**src/rtl/mem_bus_arbiter_pkg.sv**
```systemverilog
// Shared encodings for the memory bus arbiter:
// mem_op codes, FSM states and owner ids.
package mem_bus_arbiter_pkg;

  localparam logic [3:0] MEM_NOP = 4'd0;
  localparam logic [3:0] LB      = 4'd1;
  localparam logic [3:0] LH      = 4'd2;
  localparam logic [3:0] LW      = 4'd3;
  localparam logic [3:0] LBU     = 4'd4;
  localparam logic [3:0] LHU     = 4'd5;
  localparam logic [3:0] SB      = 4'd6;
  localparam logic [3:0] SH      = 4'd7;
  localparam logic [3:0] SW      = 4'd8;

  localparam logic [1:0] IDLE     = 2'd0;
  localparam logic [1:0] BUS_ADDR = 2'd1;
  localparam logic [1:0] BUS_WAIT = 2'd2;
  localparam logic [1:0] RESP     = 2'd3;

  localparam logic OWNER_IF = 1'b0;
  localparam logic OWNER_D  = 1'b1;

endpackage

```
**src/rtl/mem_bus_arbiter_if.sv**
```systemverilog
// Fetch, data and memory-bus signals of the arbiter.
// slave = arbiter view, master = requesters/bus-slave view.
interface mem_bus_arbiter_if #(
  parameter int ADDR_WIDTH = 32,
  parameter int DATA_WIDTH = 32
);
  logic                  if_req_i;
  logic [ADDR_WIDTH-1:0] if_addr_i;
  logic [DATA_WIDTH-1:0] if_rdata_o;
  logic                  if_ack_o;
  logic                  d_req_i;
  logic [ADDR_WIDTH-1:0] d_addr_i;
  logic [DATA_WIDTH-1:0] d_wdata_i;
  logic [3:0]            d_op_i;
  logic [DATA_WIDTH-1:0] d_rdata_o;
  logic                  d_ack_o;
  logic                  d_misalign_o;
  logic                  bus_err_o;
  logic                  stallreq_o;
  logic                  bus_req_o;
  logic [ADDR_WIDTH-1:0] bus_addr_o;
  logic                  bus_we_o;
  logic [3:0]            bus_be_o;
  logic [DATA_WIDTH-1:0] bus_wdata_o;
  logic                  bus_gnt_i;
  logic                  bus_rvalid_i;
  logic [DATA_WIDTH-1:0] bus_rdata_i;

  modport slave (
    input  if_req_i, if_addr_i,
    input  d_req_i, d_addr_i, d_wdata_i, d_op_i,
    input  bus_gnt_i, bus_rvalid_i, bus_rdata_i,
    output if_rdata_o, if_ack_o,
    output d_rdata_o, d_ack_o, d_misalign_o,
    output bus_err_o, stallreq_o,
    output bus_req_o, bus_addr_o, bus_we_o,
    output bus_be_o, bus_wdata_o
  );

  modport master (
    output if_req_i, if_addr_i,
    output d_req_i, d_addr_i, d_wdata_i, d_op_i,
    output bus_gnt_i, bus_rvalid_i, bus_rdata_i,
    input  if_rdata_o, if_ack_o,
    input  d_rdata_o, d_ack_o, d_misalign_o,
    input  bus_err_o, stallreq_o,
    input  bus_req_o, bus_addr_o, bus_we_o,
    input  bus_be_o, bus_wdata_o
  );
endinterface

```
**src/rtl/mem_lane_fmt.sv**
```systemverilog
// Byte-lane formatting: store enables/replication,
// misalignment check and load extraction.
module mem_lane_fmt
  import mem_bus_arbiter_pkg::*;
(
  input  logic [3:0]  op_i,
  input  logic [1:0]  lane_i,
  input  logic [31:0] wdata_i,
  input  logic [31:0] rdata_i,
  output logic [3:0]  be_o,
  output logic [31:0] wdata_o,
  output logic        we_o,
  output logic        misalign_o,
  output logic        valid_o,
  output logic [31:0] rdata_o
);
  logic [7:0]  byte_s;
  logic [15:0] half_s;

  assign byte_s = rdata_i[{lane_i, 3'b000} +: 8];
  assign half_s = lane_i[1] ? rdata_i[31:16]
                            : rdata_i[15:0];

  always_comb begin
    be_o       = 4'h0;
    wdata_o    = '0;
    we_o       = 1'b0;
    misalign_o = 1'b0;
    valid_o    = 1'b1;
    rdata_o    = '0;
    unique case (1'b1)
      (op_i == LB): begin
        be_o    = 4'hF;
        rdata_o = {{24{byte_s[7]}}, byte_s};
      end
      (op_i == LBU): begin
        be_o    = 4'hF;
        rdata_o = {24'h0, byte_s};
      end
      (op_i == LH): begin
        be_o       = 4'hF;
        misalign_o = lane_i[0];
        rdata_o    = {{16{half_s[15]}}, half_s};
      end
      (op_i == LHU): begin
        be_o       = 4'hF;
        misalign_o = lane_i[0];
        rdata_o    = {16'h0, half_s};
      end
      (op_i == LW): begin
        be_o       = 4'hF;
        misalign_o = |lane_i;
        rdata_o    = rdata_i;
      end
      (op_i == SB): begin
        we_o    = 1'b1;
        be_o    = 4'b0001 << lane_i;
        wdata_o = {4{wdata_i[7:0]}};
      end
      (op_i == SH): begin
        we_o       = 1'b1;
        be_o       = lane_i[1] ? 4'b1100 : 4'b0011;
        wdata_o    = {2{wdata_i[15:0]}};
        misalign_o = lane_i[0];
      end
      (op_i == SW): begin
        we_o       = 1'b1;
        be_o       = 4'hF;
        wdata_o    = wdata_i;
        misalign_o = |lane_i;
      end
      (op_i == MEM_NOP): valid_o = 1'b0;
      default:           valid_o = 1'b0;
    endcase
  end
endmodule

```
**src/rtl/mem_bus_arbiter.sv**
```systemverilog
// Arbitrates fetch and data masters onto one memory bus,
// one transfer at a time, with streak fairness and timeout.
module mem_bus_arbiter
  import mem_bus_arbiter_pkg::*;
#(
  parameter int ADDR_WIDTH      = 32,
  parameter int DATA_WIDTH      = 32,
  parameter int DATA_STREAK_MAX = 4,
  parameter int TIMEOUT_CYCLES  = 64
) (
  input logic            clk_i,
  input logic            rst_i,
  mem_bus_arbiter_if.slave b
);
  localparam int SW = $clog2(DATA_STREAK_MAX + 1);
  localparam int CW = $clog2(TIMEOUT_CYCLES + 1);
  localparam logic [SW-1:0] STREAK_MAX = SW'(DATA_STREAK_MAX);
  localparam logic [CW-1:0] TMO_LAST   = CW'(TIMEOUT_CYCLES - 1);

  logic [1:0]            state_q, state_d;
  logic                  owner_q, owner_d;
  logic [ADDR_WIDTH-1:0] addr_q, addr_d;
  logic [3:0]            op_q, op_d;
  logic                  we_q, we_d;
  logic [3:0]            be_q, be_d;
  logic [DATA_WIDTH-1:0] wdata_q, wdata_d;
  logic [DATA_WIDTH-1:0] rdata_q, rdata_d;
  logic                  err_q, err_d;
  logic                  mis_q, mis_d;
  logic [SW-1:0]         streak_q, streak_d;
  logic [CW-1:0]         cnt_q, cnt_d;

  logic        idle, resp, d_win, tmo;
  logic [3:0]  f_op, f_be;
  logic [1:0]  f_lane;
  logic [31:0] f_wdata, f_rdata;
  logic        f_we, f_mis, f_ok;

  assign idle  = (state_q == IDLE);
  assign resp  = (state_q == RESP);
  assign tmo   = (cnt_q == TMO_LAST);
  assign d_win = b.d_req_i &&
                 !(b.if_req_i && streak_q == STREAK_MAX);

  // Live request in IDLE, latched op/lane once in flight
  assign f_op   = idle ? b.d_op_i : op_q;
  assign f_lane = idle ? b.d_addr_i[1:0] : addr_q[1:0];

  mem_lane_fmt u_fmt (
    .op_i      (f_op),
    .lane_i    (f_lane),
    .wdata_i   (b.d_wdata_i),
    .rdata_i   (b.bus_rdata_i),
    .be_o      (f_be),
    .wdata_o   (f_wdata),
    .we_o      (f_we),
    .misalign_o(f_mis),
    .valid_o   (f_ok),
    .rdata_o   (f_rdata)
  );

  always_comb begin
    state_d  = state_q;
    owner_d  = owner_q;
    addr_d   = addr_q;
    op_d     = op_q;
    we_d     = we_q;
    be_d     = be_q;
    wdata_d  = wdata_q;
    rdata_d  = rdata_q;
    err_d    = err_q;
    mis_d    = mis_q;
    streak_d = streak_q;
    cnt_d    = cnt_q;
    unique case (1'b1)
      (state_q == IDLE): begin
        cnt_d   = '0;
        err_d   = 1'b0;
        rdata_d = '0;
        if (d_win) begin
          owner_d  = OWNER_D;
          streak_d = (streak_q == STREAK_MAX)
                     ? streak_q : streak_q + SW'(1);
          addr_d   = b.d_addr_i;
          op_d     = b.d_op_i;
          we_d     = f_we;
          be_d     = f_be;
          wdata_d  = f_wdata;
          mis_d    = f_ok && f_mis;
          state_d  = (f_ok && !f_mis) ? BUS_ADDR : RESP;
        end else if (b.if_req_i) begin
          owner_d  = OWNER_IF;
          streak_d = '0;
          addr_d   = b.if_addr_i;
          op_d     = LW;
          we_d     = 1'b0;
          be_d     = 4'hF;
          wdata_d  = '0;
          mis_d    = 1'b0;
          state_d  = BUS_ADDR;
        end
      end
      (state_q == BUS_ADDR): begin
        cnt_d = cnt_q + CW'(1);
        if (b.bus_gnt_i && b.bus_rvalid_i) begin
          rdata_d = f_rdata;
          state_d = RESP;
        end else if (tmo) begin
          err_d   = 1'b1;
          state_d = RESP;
        end else if (b.bus_gnt_i) begin
          state_d = BUS_WAIT;
        end
      end
      (state_q == BUS_WAIT): begin
        cnt_d = cnt_q + CW'(1);
        if (b.bus_rvalid_i) begin
          rdata_d = f_rdata;
          state_d = RESP;
        end else if (tmo) begin
          err_d   = 1'b1;
          state_d = RESP;
        end
      end
      default: state_d = IDLE;
    endcase
  end

  always_ff @(posedge clk_i) begin
    if (!rst_i) begin
      state_q  <= IDLE;
      owner_q  <= OWNER_IF;
      addr_q   <= '0;
      op_q     <= MEM_NOP;
      we_q     <= 1'b0;
      be_q     <= 4'h0;
      wdata_q  <= '0;
      rdata_q  <= '0;
      err_q    <= 1'b0;
      mis_q    <= 1'b0;
      streak_q <= '0;
      cnt_q    <= '0;
    end else begin
      state_q  <= state_d;
      owner_q  <= owner_d;
      addr_q   <= addr_d;
      op_q     <= op_d;
      we_q     <= we_d;
      be_q     <= be_d;
      wdata_q  <= wdata_d;
      rdata_q  <= rdata_d;
      err_q    <= err_d;
      mis_q    <= mis_d;
      streak_q <= streak_d;
      cnt_q    <= cnt_d;
    end
  end

  assign b.if_ack_o     = resp && (owner_q == OWNER_IF);
  assign b.d_ack_o      = resp && (owner_q == OWNER_D);
  assign b.if_rdata_o   = b.if_ack_o ? rdata_q : '0;
  assign b.d_rdata_o    = b.d_ack_o ? rdata_q : '0;
  assign b.d_misalign_o = b.d_ack_o && mis_q;
  assign b.bus_err_o    = resp && err_q;
  assign b.stallreq_o   = b.d_req_i && !b.d_ack_o;
  assign b.bus_req_o    = (state_q == BUS_ADDR);
  assign b.bus_addr_o   = {addr_q[ADDR_WIDTH-1:2], 2'b00};
  assign b.bus_we_o     = we_q;
  assign b.bus_be_o     = be_q;
  assign b.bus_wdata_o  = wdata_q;
endmodule

```
**src/flat_wrapper.sv**
```systemverilog
// flat-port wrapper written by rule: the top's interface ports become plain ports
module mem_bus_arbiter_flat import mem_bus_arbiter_pkg::*;
#(
  parameter int ADDR_WIDTH      = 32,
  parameter int DATA_WIDTH      = 32,
  parameter int DATA_STREAK_MAX = 4,
  parameter int TIMEOUT_CYCLES  = 64
)
  (clk_i, rst_i, b_if_req_i, b_if_addr_i, b_d_req_i, b_d_addr_i, b_d_wdata_i, b_d_op_i, b_bus_gnt_i, b_bus_rvalid_i, b_bus_rdata_i, b_if_rdata_o, b_if_ack_o, b_d_rdata_o, b_d_ack_o, b_d_misalign_o, b_bus_err_o, b_stallreq_o, b_bus_req_o, b_bus_addr_o, b_bus_we_o, b_bus_be_o, b_bus_wdata_o);
  mem_bus_arbiter_if #(.ADDR_WIDTH(ADDR_WIDTH), .DATA_WIDTH(DATA_WIDTH)) b_i ();
  input logic clk_i;
  input logic rst_i;
  input wire logic [$bits(b_i.if_req_i)-1:0] b_if_req_i;
  input wire logic [$bits(b_i.if_addr_i)-1:0] b_if_addr_i;
  input wire logic [$bits(b_i.d_req_i)-1:0] b_d_req_i;
  input wire logic [$bits(b_i.d_addr_i)-1:0] b_d_addr_i;
  input wire logic [$bits(b_i.d_wdata_i)-1:0] b_d_wdata_i;
  input wire logic [$bits(b_i.d_op_i)-1:0] b_d_op_i;
  input wire logic [$bits(b_i.bus_gnt_i)-1:0] b_bus_gnt_i;
  input wire logic [$bits(b_i.bus_rvalid_i)-1:0] b_bus_rvalid_i;
  input wire logic [$bits(b_i.bus_rdata_i)-1:0] b_bus_rdata_i;
  output wire logic [$bits(b_i.if_rdata_o)-1:0] b_if_rdata_o;
  output wire logic [$bits(b_i.if_ack_o)-1:0] b_if_ack_o;
  output wire logic [$bits(b_i.d_rdata_o)-1:0] b_d_rdata_o;
  output wire logic [$bits(b_i.d_ack_o)-1:0] b_d_ack_o;
  output wire logic [$bits(b_i.d_misalign_o)-1:0] b_d_misalign_o;
  output wire logic [$bits(b_i.bus_err_o)-1:0] b_bus_err_o;
  output wire logic [$bits(b_i.stallreq_o)-1:0] b_stallreq_o;
  output wire logic [$bits(b_i.bus_req_o)-1:0] b_bus_req_o;
  output wire logic [$bits(b_i.bus_addr_o)-1:0] b_bus_addr_o;
  output wire logic [$bits(b_i.bus_we_o)-1:0] b_bus_we_o;
  output wire logic [$bits(b_i.bus_be_o)-1:0] b_bus_be_o;
  output wire logic [$bits(b_i.bus_wdata_o)-1:0] b_bus_wdata_o;
  assign b_i.if_req_i = b_if_req_i;
  assign b_i.if_addr_i = b_if_addr_i;
  assign b_i.d_req_i = b_d_req_i;
  assign b_i.d_addr_i = b_d_addr_i;
  assign b_i.d_wdata_i = b_d_wdata_i;
  assign b_i.d_op_i = b_d_op_i;
  assign b_i.bus_gnt_i = b_bus_gnt_i;
  assign b_i.bus_rvalid_i = b_bus_rvalid_i;
  assign b_i.bus_rdata_i = b_bus_rdata_i;
  assign b_if_rdata_o = b_i.if_rdata_o;
  assign b_if_ack_o = b_i.if_ack_o;
  assign b_d_rdata_o = b_i.d_rdata_o;
  assign b_d_ack_o = b_i.d_ack_o;
  assign b_d_misalign_o = b_i.d_misalign_o;
  assign b_bus_err_o = b_i.bus_err_o;
  assign b_stallreq_o = b_i.stallreq_o;
  assign b_bus_req_o = b_i.bus_req_o;
  assign b_bus_addr_o = b_i.bus_addr_o;
  assign b_bus_we_o = b_i.bus_we_o;
  assign b_bus_be_o = b_i.bus_be_o;
  assign b_bus_wdata_o = b_i.bus_wdata_o;
  mem_bus_arbiter #(.ADDR_WIDTH(ADDR_WIDTH), .DATA_WIDTH(DATA_WIDTH), .DATA_STREAK_MAX(DATA_STREAK_MAX), .TIMEOUT_CYCLES(TIMEOUT_CYCLES)) u_core (.clk_i(clk_i), .rst_i(rst_i), .b(b_i));
endmodule
```
**config.mk**
```make
export PLATFORM = sky130hd
export DESIGN_NAME = mem_bus_arbiter_flat
export DESIGN_NICKNAME = d
export VERILOG_FILES = /design/src/rtl/mem_bus_arbiter_pkg.sv /design/src/rtl/mem_bus_arbiter_if.sv /design/src/rtl/mem_lane_fmt.sv /design/src/rtl/mem_bus_arbiter.sv /design/src/flat_wrapper.sv
export SDC_FILE = /design/constraint.sdc
export NUM_CORES = 1
export LEC_CHECK = 0
export BUFFER_PORTS_ARGS = -buffer_cell sky130_fd_sc_hd__clkbuf_2
export CORE_MARGIN = 3
export CORE_UTILIZATION = 35
export DETAILED_ROUTE_END_ITERATION = 10
export HOLD_SLACK_MARGIN = 0.05
export SLEW_MARGIN = 10
export SYNTH_ARGS = -nofsm -noshare
export SYNTH_HDL_FRONTEND = slang
export SYNTH_SLANG_ARGS = --single-unit
```
**constraint.sdc**
```tcl
create_clock -name clk_i -period 3.8 [get_ports clk_i]
set_input_delay 0.19 -clock clk_i [delete_from_list [all_inputs] [get_ports clk_i]]
set_output_delay 0.19 -clock clk_i [all_outputs]
set_load 0.1 [all_outputs]
```
==> impl_metrics.yaml, run 1 <==
clock_network:
  cts-root-buf: "clkbuf_16"
  h-tree-depth: 4
  clk_pin_slew_worst_paths_ns: 0.06
  cts-hold-fix-buffers: 76
  cts.sink_count: 120
  clock_path_buffers: 2
  insertion_delay_ns: 0.42
  cts_setup_buffers: 0
  cts_resized: 0
  cts_tree: "done"
  cts_buffers: 17
synthesis:
  synth_cell_type_count: 52
  synthMuxAreaShare: 0.0520
  synth-async-reset-ratio: 0
  synth_edf_count: 0
  ys_warn_count: 0
  seq_area_frac_synth: 0.372
  syn_inst: 811
  netlist.area_leader.share: 0.372
  yosys.area.top_type: "dfxtp_1"
  ys.flop_type: "dfxtp_1"
  synth_xor_area_frac: 0.0136
  syn_area_per_cell_sq_um: 7.96
  synthesis.area_sq_um: 6450
  ys_top_cells_by_area: "dfxtp_1 (37%), nand2_1 (6.4%), nor2_1 (5.1%)"
  synth_top_family_by_area: "simple AND/OR/NAND/NOR gates"
  synth_fa_ha_area_frac: 0.0136
  ys_seq_elements: 120
  synth_simple_gate_area_frac: 0.251
  synth_compound_area_frac: 0.217
timing:
  finalSetupViolations: 0
  finalCritPeriodShare: 0.865
  setup_tns_ns: 0
  hold_viol_final: 0
  fmax_mhz: 304
  worst-slew-pin-transition_ns: 1.10
  post-route-min-period_ns: 3.29
  relSlewSlack: 0.264
  skew_ns: 0.00965
  rsz0062_at_grt: "false"
  drv_slew: 0
pwr:
  p_total_mw: 6.85
  max-vdd-ir-drop_uv: 510
  pwr_density_cell_nw_per_um2: 748
  leakage_nw: 4.26
placement:
  place.gp.congestion: 0.860
  portBuffers: 274
  dp.cells: 1244
  dpl.hpwl_um: 16400
routing:
  totalWireLength_um: 23400
  dr_total_vias: 7106
  viasPerCell: 5.26
  drc: 0
  wl_per_cell_um: 17.3
  postRouteAntennaNets: 0
  drt_iter0_drc: 407
  firstDrtPassIters: 5
worst_hold_path:
  hold_path.class: "input pin to register"
  min_from: "b_d_wdata_i[28]"
floorplan:
  coreArea_sq_um: 18000
  rows: 49
  dieHeight_um: 142
  die_area_sq_um: 20100
  start_util: 0.358
  ios: 277
  die_w_um: 142
critical_path:
  critPathCaptureType: "register"
  path_max_fanout: 16
  path_class: "register to register"
  critPathArrivalTime_ns: 3.63
  r2r-start: "u_core.state_q[0]"
  critPathLaunch: "u_core.state_q[0]"
  critPathRequiredTime_ns: 4.14
  startpoint_type: "register"
global_routing:
  grt_pass1_wl_um: 36800
  grt_remaining_overflow: 0
  grt_pass1_vias: 6856
  grt_start_max_net_pins: 69
  grtUsageTotal: 0.228
  grt_antenna_before_repair: 0
cells_and_area:
  syn2layout_area_growth_pct: 41.9
  multi_input_area_sq_um: 3550
  diodes: 0
  drive_gt1_frac: 0.302
  layout_commonest_cell: "clkbuf_2"
  fill_cells: 1764
  nets: 1255
  layout_common_cells: "clkbuf_2 (265), dfxtp_1 (120), nand2_1 (110)"
  final_cells: 1350
  register_area_sq_um: 2400
outcome:
  status: "finished clean"
job:
  drv.max_cap_violation_count: 0
==> layout make-up <==
type                       instances  share of cell area
sequential                       120               0.262
clock buffer                      22              0.0518
inverter                           7             0.00287
multi-input combinational        592               0.388
clock inverter                     8              0.0107
tap                              229              0.0313
timing repair buffer             372               0.253
==> final timing paths <==
check	to	slack, ns	cells after the start
setup / recovery	u_core.b.bus_wdata_o[31]	0.51	7
hold / removal	u_core.b.bus_wdata_o[28]	0.06	3
setup reg to reg	u_core.b.bus_wdata_o[31]	0.51	7
hold reg to reg	u_core.b.bus_wdata_o[24]	0.45	2
==> stage by stage <==
| step | hold WS [ns] | util | cell area [sq um] | setup WS [ns] |
|---|---|---|---|---|
| 2_1_floorplan | 0.338 | - | 6460 | 0.710 |
| 3_3_place_gp | 0.437 | 0.434 | 7830 | 0.599 |
| 3_5_place_dp | 0.443 | 0.434 | 7830 | 0.480 |
| 4_1_cts | 0.0512 | 0.508 | 9160 | 0.476 |
| 5_1_grt | 0.0895 | 0.508 | 9160 | 0.0813 |
| 6_report | 0.0632 | 0.508 | 9160 | 0.512 |
==> logic make-up (layout without fill, tap and decap cells) <==
family                   count (synthesis)  in the layout
AND/OR/NAND/NOR                        346            346
adder cells (fa/ha/maj)                  7              7
AO/OA/AOI/OAI                          197            197
buffers and inverters                  100            409
multiplexers                            30             30
flip-flops                             120            120
other                                    1              2
XOR/XNOR                                10             10
==> report_power, final <==
| part | internal, mW | switching, mW |
|---|---|---|
| registers | 1.51 | 0.191 |
| logic | 0.981 | 2.58 |
| clock network | 1.01 | 0.587 |
| total | 3.49 | 3.36 |
==> routing by layer <==
layer | vias to the layer above | GRT usage | share of wire
met5 | - | 0 | 0
met4 | 0 | 0.0763 | 0.024
met3 | 50 | 0.0728 | 0.082
met2 | 299 | 0.375 | 0.47
met1 | 3263 | 0.284 | 0.42
li1 | 3494 | - | -
==> sequential cells by signal (all words and copies together) (netlist names) <==
name                  count
u_core.op_q               4
u_core.addr_q            32
u_core.b.bus_be_o         4
u_core.rdata_q           32
u_core.state_q            2
u_core.owner_q            1
u_core.streak_q           3
u_core.mis_q              1
u_core.err_q              1
u_core.cnt_q              7
u_core.b.bus_we_o         1
u_core.b.bus_wdata_o     32
==> worst max-delay path: stages, from the launching register on <==
cell and delay [ns]:
dfxtp_1 0.34, inv_1 0.09, ha_1 0.64, mux2i_1 0.51, nand3_1 0.56, a21oi_4 0.44
nand2_1 0.37, o21ai_0 0.26
==> cells in the mapped netlist (all sizes together) (8+ instances only) <==
master,count
mux2i,24
a2bb2oi,8
a311oi,34
a211oi,20
o21ai,52
buf,40
a221oi,9
nor3,14
a22oi,19
nand2,110
nand3,43
dfxtp,120
and2,36
and3,35
o211ai,9
a222oi,9
nor2,87
a21oi,24
clkbuf,53
Note: power is estimated with default switching activity, not from simulation.
==> run 2: changes to the inputs <==
--- a/config.mk
+++ b/config.mk
@@ -6,8 +6,10 @@
 export NUM_CORES = 1
 export LEC_CHECK = 0
 export BUFFER_PORTS_ARGS = -buffer_cell sky130_fd_sc_hd__clkbuf_2
+export CORE_ASPECT_RATIO = 0.8
 export CORE_MARGIN = 3
 export CORE_UTILIZATION = 35
+export CTS_BUF_LIST = sky130_fd_sc_hd__clkbuf_4
 export DETAILED_ROUTE_END_ITERATION = 10
 export HOLD_SLACK_MARGIN = 0.05
 export SLEW_MARGIN = 10
==> impl_metrics.yaml, run 2 (synthesis gave the netlist of run 1 again) <==
cells_and_area:
  final_cells: 1418
  syn2layout_area_growth_pct: 48.9
  fill_cells: 1660
  drive_gt1_frac: 0.287
  layout_common_cells: "clkbuf_2 (274), dlygate4sd3_1 (147), dfxtp_1 (120)"
  nets: 1325
  diodes: 0
  final_util: 0.543
  layout_commonest_cell: "clkbuf_2"
routing:
  totalWireLength_um: 23600
  drt_iter0_drc: 588
  postRouteAntennaNets: 0
  drc: 0
  viasPerCell: 5.24
  firstDrtPassIters: 5
  wl_per_cell_um: 16.6
  dr_total_vias: 7425
critical_path:
  r2r-start: "u_core.state_q[1]"
  crit_chain: "inv_1 -> ha_1 -> buf_4 -> mux2_1 -> nand3_1 -> buf_4 -> o21ai_1 -> a22oi_1 -> dlygate4sd3_1 -> o21ai_0"
  slowest_delay_ns: 0.60
  path_class: "register to register"
  critPathMostFrequentCell: "buf_4"
  critPathCaptureType: "register"
  critPathRequiredTime_ns: 4.23
  r2r_end: "u_core.b.bus_wdata_o[10]"
  rrSetupSlack_ns: 0.32
  critPathArrivalTime_ns: 3.91
  rr_worst_depth: 10
  path_max_fanout: 15
  critPathSlowestCell: "dlygate4sd3_1"
  startpoint_type: "register"
timing:
  drv_slew: 0
  hold_viol_final: 0
  finalCritPeriodShare: 0.915
  setup_tns_ns: 0
  finalSetupViolations: 0
  fin_ws_ns: 0.322
  relSlewSlack: 0.289
  post-route-min-period_ns: 3.48
  rsz0062_at_grt: "false"
  whs_ns: 0.115
  skew_ns: 0.0154
  fmax_mhz: 288
  worst-slew-pin-transition_ns: 1.06
clock_network:
  clk_pin_slew_worst_paths_ns: 0.10
  clock_path_buffers: 2
  cts-root-buf: "clkbuf_4"
  cts_setup_buffers: 0
  cts_tree: "done"
  cts_buffers: 17
  h-tree-depth: 4
  insertion_delay_ns: 0.52
  cts.sink_count: 120
floorplan:
  dieHeight_um: 127
  die_area_sq_um: 20100
  die_w_um: 158
  rows: 43
  ios: 277
  start_util: 0.365
  coreArea_sq_um: 17700
outcome:
  status: "finished clean"
global_routing:
  grt_pass1_wl_um: 36500
  use_met1: 0.306
  grt_pass1_vias: 7015
  grt_antenna_before_repair: 0
  grt.busiest_layer: "met2"
  grtUsageTotal: 0.226
  grt_remaining_overflow: 0
  grt_start_max_net_pins: 66
  globalRouteMet2Util: 0.356
  met3_usage: 0.0630
placement:
  dpl.hpwl_um: 16000
  pre_cts_slack_ns: 0.742
  dp.cells: 1239
  portBuffers: 274
  place.gp.congestion: 0.862
pwr:
  leakage_nw: 4.42
  switching_share: 0.510
  combPwrFrac: 0.572
  pwr-share-seq: 0.259
  clockPowerShare: 0.170
  max-vdd-ir-drop_uv: 301
  p_int_mw: 3.16
  pwr_density_cell_nw_per_um2: 671
  switchingPower_mw: 3.28
worst_hold_path:
  hold_path.class: "input pin to register"
  min_from: "b_bus_rdata_i[15]"
  holdPathEnd: "u_core.rdata_q[15]"
  holdPathStages: 3
job:
  drv.max_cap_violation_count: 0
-- run 2: changes by cell type in the layout (fill, tap and decap cells not counted), sizes merged --
cell / previous run / this run
inv: 6 / 7
bufinv: 2 / 5
buf: 31 / 21
clkinvlp: 3 / 4
clkbuf: 287 / 293
dlygate4sd3: 76 / 147
-- run 2: power by group through the flow --
stage	sequential [mW]	clock, mW	combinational [mW]
final	1.67	1.09	3.68
after global routing	1.69	1.19	3.92
after CTS	1.66	1.13	3.64
after detailed placement	1.69	0	3.35
after global placement	1.69	0	3.36
after floorplan	1.94	0	2.58
-- run 2: layout make-up --
type | instances | area [sq um] | area share
inverters | 7 | 26.3 | 0.00273
clock inverters | 13 | 203 | 0.0211
repair buffers | 442 | 3000 | 0.312
well taps | 225 | 282 | 0.0293
clock buffers | 19 | 143 | 0.0148
flip-flops and latches | 120 | 2400 | 0.250
multi-input cells | 592 | 3550 | 0.370
-- run 2: timing repair --
action / in CTS / in global routing
resized for setup: 0 / 1
endpoints found under the hold margin: 100 / 0
endpoints found under the setup margin: 0 / 5
hold buffers: 147 / 0
-- run 2: how the worst max path moves through the flow --
stage | start | end | slack, ns | depth (start not counted)
2_1_floorplan | u_core.state_q[0] | b_if_rdata_o[22] | 0.71 | 5
6_report | u_core.state_q[1] | u_core.b.bus_wdata_o[10] | 0.32 | 10
3_5_place_dp | u_core.state_q[1] | u_core.b.bus_wdata_o[9] | 0.74 | 8
5_1_grt | u_core.state_q[1] | u_core.b.bus_wdata_o[8] | 0.04 | 10
4_1_cts | u_core.state_q[1] | u_core.b.bus_wdata_o[10] | 0.29 | 10
3_3_place_gp | u_core.state_q[0] | u_core.b.bus_be_o[0] | 0.83 | 9
-- run 2: critical path: cells and delay by family, from the launching register on --
| kind | cells | cell delay (ns) |
|---|---|---|
| AO/OA/AOI/OAI | 3 | 0.86 |
| adder cells (fa/ha/maj) | 1 | 0.42 |
| buffers and inverters | 4 | 1.22 |
| flip-flops | 1 | 0.35 |
| multiplexers | 1 | 0.43 |
| AND/OR/NAND/NOR | 1 | 0.13 |
-- run 2: layer usage --
| layer | vias to the layer above | part of all wire |
|---|---|---|
| met5 | - | 0 |
| met4 | 0 | 0.019 |
| met3 | 37 | 0.077 |
| met2 | 304 | 0.46 |
| met1 | 3458 | 0.44 |
| li1 | 3626 | - |
-- run 2: stage by stage --
| stage | total power [mW] | cell area (sq um) |
|---|---|---|
| floorplan | 4.52 | 6460 |
| global route | 6.81 | 9610 |
| detailed placement | 5.04 | 7790 |
| global placement | 5.04 | 7790 |
| finish | 6.45 | 9610 |
| CTS | 6.43 | 9610 |
